<file path="src/rtl/coin_acceptor.sv">
// Coin pulse-width classifier: measures coin_in high time and emits a one-clock coin code, reject or jam.
// Optional macro COIN_SYNC_EN adds a two-flop synchronizer on coin_in (2 clocks extra latency).
module coin_acceptor #(
    parameter int SHORT_MIN = 4,
    parameter int SHORT_MAX = 15,
    parameter int LONG_MIN  = 16,
    parameter int LONG_MAX  = 40,
    parameter int GAP       = 8,
    parameter int CNT_W     = 8
) (
    input  logic       clock,
    input  logic       rst,
    input  logic       coin_in,
    output logic [1:0] dout,
    output logic       reject,
    output logic       jam,
    output logic       busy
);

    localparam int HOLD_W = $clog2(GAP + 1);

    localparam logic [CNT_W-1:0]  S_MIN    = CNT_W'(SHORT_MIN);
    localparam logic [CNT_W-1:0]  S_MAX    = CNT_W'(SHORT_MAX);
    localparam logic [CNT_W-1:0]  L_MIN    = CNT_W'(LONG_MIN);
    localparam logic [CNT_W-1:0]  L_MAX    = CNT_W'(LONG_MAX);
    localparam logic [CNT_W-1:0]  W_SAT    = {CNT_W{1'b1}};
    localparam logic [HOLD_W-1:0] GAP_LAST = HOLD_W'(GAP - 1);

    typedef enum logic [1:0] {
        IDLE    = 2'd0,
        MEASURE = 2'd1,
        JAM     = 2'd2,
        HOLD    = 2'd3
    } state_t;

    state_t            state, state_nxt;
    logic [CNT_W-1:0]  w, w_nxt;
    logic [HOLD_W-1:0] hcnt, hcnt_nxt;
    logic [1:0]        dout_nxt;
    logic              reject_nxt;
    logic              jam_nxt;
    logic              coin;

    function automatic logic [CNT_W-1:0] sat_inc(input logic [CNT_W-1:0] v);
        return (v == W_SAT) ? v : v + CNT_W'(1);
    endfunction

    // Returns {reject, dout}; the short range wins where ranges overlap.
    function automatic logic [2:0] classify(input logic [CNT_W-1:0] v);
        if (v >= S_MIN && v <= S_MAX)
            return 3'b010;
        else if (v >= L_MIN && v <= L_MAX)
            return 3'b011;
        else
            return 3'b100;
    endfunction

`ifdef COIN_SYNC_EN
    logic coin_p0, coin_p1;

    // Synchronizer stages p0 -> p1
    always_ff @(posedge clock) begin
        if (rst) begin
            coin_p0 <= 1'b0;
            coin_p1 <= 1'b0;
        end else begin
            coin_p0 <= coin_in;
            coin_p1 <= coin_p0;
        end
    end

    assign coin = coin_p1;
`else
    assign coin = coin_in;
`endif

    always_ff @(posedge clock) begin
        if (rst) begin
            state  <= IDLE;
            w      <= '0;
            hcnt   <= '0;
            dout   <= 2'b00;
            reject <= 1'b0;
            jam    <= 1'b0;
        end else begin
            state  <= state_nxt;
            w      <= w_nxt;
            hcnt   <= hcnt_nxt;
            dout   <= dout_nxt;
            reject <= reject_nxt;
            jam    <= jam_nxt;
        end
    end

    always_comb begin
        state_nxt  = state;
        w_nxt      = w;
        hcnt_nxt   = hcnt;
        dout_nxt   = 2'b00;
        reject_nxt = 1'b0;
        jam_nxt    = 1'b0;
        case (state)
            IDLE: begin
                if (coin) begin
                    state_nxt = MEASURE;
                    w_nxt     = CNT_W'(1);
                end
            end
            MEASURE: begin
                if (coin) begin
                    // One more high sample would push W past LONG_MAX.
                    if (w >= L_MAX) begin
                        state_nxt = JAM;
                        jam_nxt   = 1'b1;
                    end else begin
                        w_nxt = sat_inc(w);
                    end
                end else begin
                    state_nxt              = HOLD;
                    hcnt_nxt               = '0;
                    {reject_nxt, dout_nxt} = classify(w);
                end
            end
            JAM: begin
                if (coin) begin
                    jam_nxt = 1'b1;
                end else begin
                    state_nxt  = HOLD;
                    hcnt_nxt   = '0;
                    reject_nxt = 1'b1;
                end
            end
            HOLD: begin
                if (coin) begin
                    hcnt_nxt = '0;
                end else if (hcnt == GAP_LAST) begin
                    state_nxt = IDLE;
                    hcnt_nxt  = '0;
                    w_nxt     = '0;
                end else begin
                    hcnt_nxt = hcnt + HOLD_W'(1);
                end
            end
            default: begin
                state_nxt = IDLE;
            end
        endcase
    end

    assign busy = (state != IDLE);

endmodule

</file>
<file path="config.mk">
export PLATFORM = sky130hd
export DESIGN_NAME = coin_acceptor
export DESIGN_NICKNAME = d
export VERILOG_FILES = /design/src/rtl/coin_acceptor.sv
export SDC_FILE = /design/constraint.sdc
export NUM_CORES = 1
export LEC_CHECK = 0
export CAP_MARGIN = 20
export CORE_UTILIZATION = 55
export DETAILED_ROUTE_END_ITERATION = 7
export PLACE_DENSITY = 0.76
export SYNTH_ARGS = -nofsm -noshare
export SYNTH_HDL_FRONTEND = slang
export SYNTH_SLANG_ARGS = --single-unit
</file>
<file path="constraint.sdc">
create_clock -name clock -period 2.85 [get_ports clock]
set_clock_uncertainty 0.2 [all_clocks]
set_input_delay 0.57 -clock clock [delete_from_list [all_inputs] [get_ports clock]]
set_output_delay 0.57 -clock clock [all_outputs]
set_load 0.1 [all_outputs]
</file>
==> metrics.yaml <==
outcome:
  run_status: "finished clean"
setup_path:
  cp-start-kind: "flop"
  critPathKind: "reg2reg"
  cp-end-kind: "flop"
  cp_cell_sequence: "inv_1, ha_1, inv_1, a32oi_1, or3_4, or4_1, a21oi_1"
  cpMostUsedCell: "inv_1"
  slowest_stage: "or4_1"
  slowest_delay_ns: 0.47
  path_delay_family: "simple AND/OR/NAND/NOR gates"
  worstPathRequired_ns: 2.88
  cp_num_buf_inv: 2
  critical_path_peak_fanout: 7
  crit_arrival_ns: 2.38
sta:
  timing.final.crit_share: 0.824
  whs_ns: 0.253
  tightest_slew_ns: 0.594
  timing.final.crit_period_ns: 2.35
  finalHoldViolations: 0
  setup_tns_ns: 0
  fmax_mhz: 426
  setup_violations: 0
  relSlewSlack: 0.603
  grt_setup_unrepaired: "no"
  maxSlewViolCount: 0
clock_network:
  htreeDepth: 1
  cts_tree: "built"
  cts_setup_buffers: 0
  cts_resized: 0
  clk_pin_slew_ns: 0.10
  cts_hold_buf: 0
  clockBufferDepth: 2
  clkLatencyLatePin_ns: 0.30
  clock-sinks: 18
  ctsRootBufferMaster: "clkbuf_4"
  cts_buffers: 3
placement:
  port_buffers: 7
  dp.cells: 144
  hpwl_mm: 1.44
  gp_congestion: 0.779
  dpl_cell_area_sq_um: 1070
grt:
  grt_pass1_wl_mm: 3.42
  antenna_found_initial: 0
  grt_max_degree: 17
  grt_pass1_vias: 768
  track_usage: 0.240
  overflow: 0
detailed_routing:
  vias: 852
  drc: 0
  first_iter_violations: 16
  drt_wl_total_mm: 1.98
  routedWlPerCell_um: 13.4
  firstDrtPassIters: 4
  antenna_left: 0
  vias_per_cell: 5.76
power_and_ir_drop:
  peakVddDrop_mv: 0.676
  powerDensity_nw_per_um2: 883
  p_leak_nw: 0.444
finish:
  fillers: 138
  diodes: 0
  drive_gt1_frac: 0.114
  area_delta_synth_final_pct: 12.5
  postLayoutCellArea_sq_um: 1100
  layout.nets: 145
  final_cells: 148
worst_hold_path:
  hp-class: "reg2reg"
run:
  max_cap_viol_count: 0
floorplanning:
  boundaryPins: 8
  dieArea_sq_um: 1960
  die-width_um: 44.2
  dieHeight_um: 44.2
  row_count: 14
  coreArea_sq_um: 1580
  initial_utilization: 0.622
logic_synthesis:
  synth_top_area_frac: 0.367
  synth_edf_count: 0
  synth.area.top_cells: "dfxtp_1, ha_1, a21oi_1"
  synth.cell_area_sq_um: 981
  syn_inst: 121
  synthFlopType: "dfxtp_1"
  synth_top_cell_by_area: "dfxtp_1"
  ys_types: 36
  yosysMostFrequentCell: "dfxtp_1"
  syn_avg_cell_area_sq_um: 8.11
  synthArstFlopShare: 0
  ys_top_cells_by_count: "dfxtp_1, nor2_1, a21oi_1"
  yosysSeqAreaShare: 0.367
  ys_ff_latch: 18
  syn_nets: 133
  ys_warn_count: 0
==> cells by family (layout without fill, tap and decap cells) <==
| group | after synthesis | in the layout | share of synthesized area |
|---|---|---|---|
| flops | 18 | 18 | 0.367 |
| compound gates | 31 | 31 | 0.185 |
| buf+inv | 11 | 22 | 0.0446 |
| simple gates | 50 | 50 | 0.268 |
| mux | 2 | 2 | 0.0204 |
| fa+ha+maj | 9 | 9 | 0.115 |
==> layer usage <==
| metal | routed length, um | part of all wire | global-route usage |
|---|---|---|---|
| met5 | 0 | 0 | 0 |
| met4 | 36 | 0.018 | 0.109 |
| met3 | 66 | 0.033 | 0.0612 |
| met2 | 872 | 0.44 | 0.344 |
| met1 | 1010 | 0.51 | 0.338 |
==> stage by stage <==
stage | power (W) | util | setup WS [ns]
detailed placement | 0.000807 | 0.677 | 0.266
CTS | 0.000972 | 0.700 | 0.526
global placement | 0.000791 | 0.677 | 0.315
finish | 0.000975 | 0.700 | 0.501
global route | 0.00104 | 0.700 | 0.368
floorplan | 0.000678 | - | 0.638
==> power breakdown <==
part           internal [W]  total (W)  leakage, nW  switching [W]
registers          0.000278   0.000305        0.146      0.0000278
logic              0.000172   0.000506        0.277       0.000335
clock network     0.0000781   0.000163       0.0210      0.0000849
total              0.000527   0.000975        0.444       0.000447
==> worst paths after layout <==
check                           cells after the start  slack [ns]  endpoint     start
worst max-delay path                                7        0.50      w[4]  state[1]
worst min-delay path                                1        0.25   dout[0]      w[6]
worst max register to register                      7        0.50      w[4]  state[1]
worst min register to register                      1        0.25   dout[0]      w[6]
==> sequential cells by signal, indices dropped and copies added, names as in the netlist <==
register	flops
dout	2
hcnt	4
jam	1
reject	1
state	2
w	8
==> area by class of cell <==
cell class	count	area, sq um	area share
Clock buffer	4	36.3	0.0329
Inverter	8	30.0	0.0272
Multi-Input combinational cell	92	577	0.523
Sequential cell	18	360	0.327
Tap cell	16	20.0	0.0181
Timing Repair Buffer	10	80.1	0.0726
==> worst register-to-register path, delay by kind of cell (launching register included) <==
kind | cells | cell delay [ns]
fa+ha+maj | 1 | 0.22
flops | 1 | 0.44
buf+inv | 2 | 0.30
simple gates | 2 | 0.86
compound gates | 2 | 0.27
==> cells in the final DEF, fill, tap and decap left out, drive strengths merged, types with 2 or more instances in the layout <==
cell,netlist,final
o21ai,10,10
inv,8,8
nand2,9,9
and3,2,2
nand3,3,3
or3,2,2
a21oi,12,12
clkbuf,1,4
and2,2,2
clkdlybuf4s50,0,2
buf,2,8
nor2,16,16
mux2i,2,2
dfxtp,18,18
or4,2,2
nor2b,2,2
nand4,2,2
ha,9,9
nor3,2,2
nand2b,3,3
No activity file was read; power rests on OpenSTA's default activity.
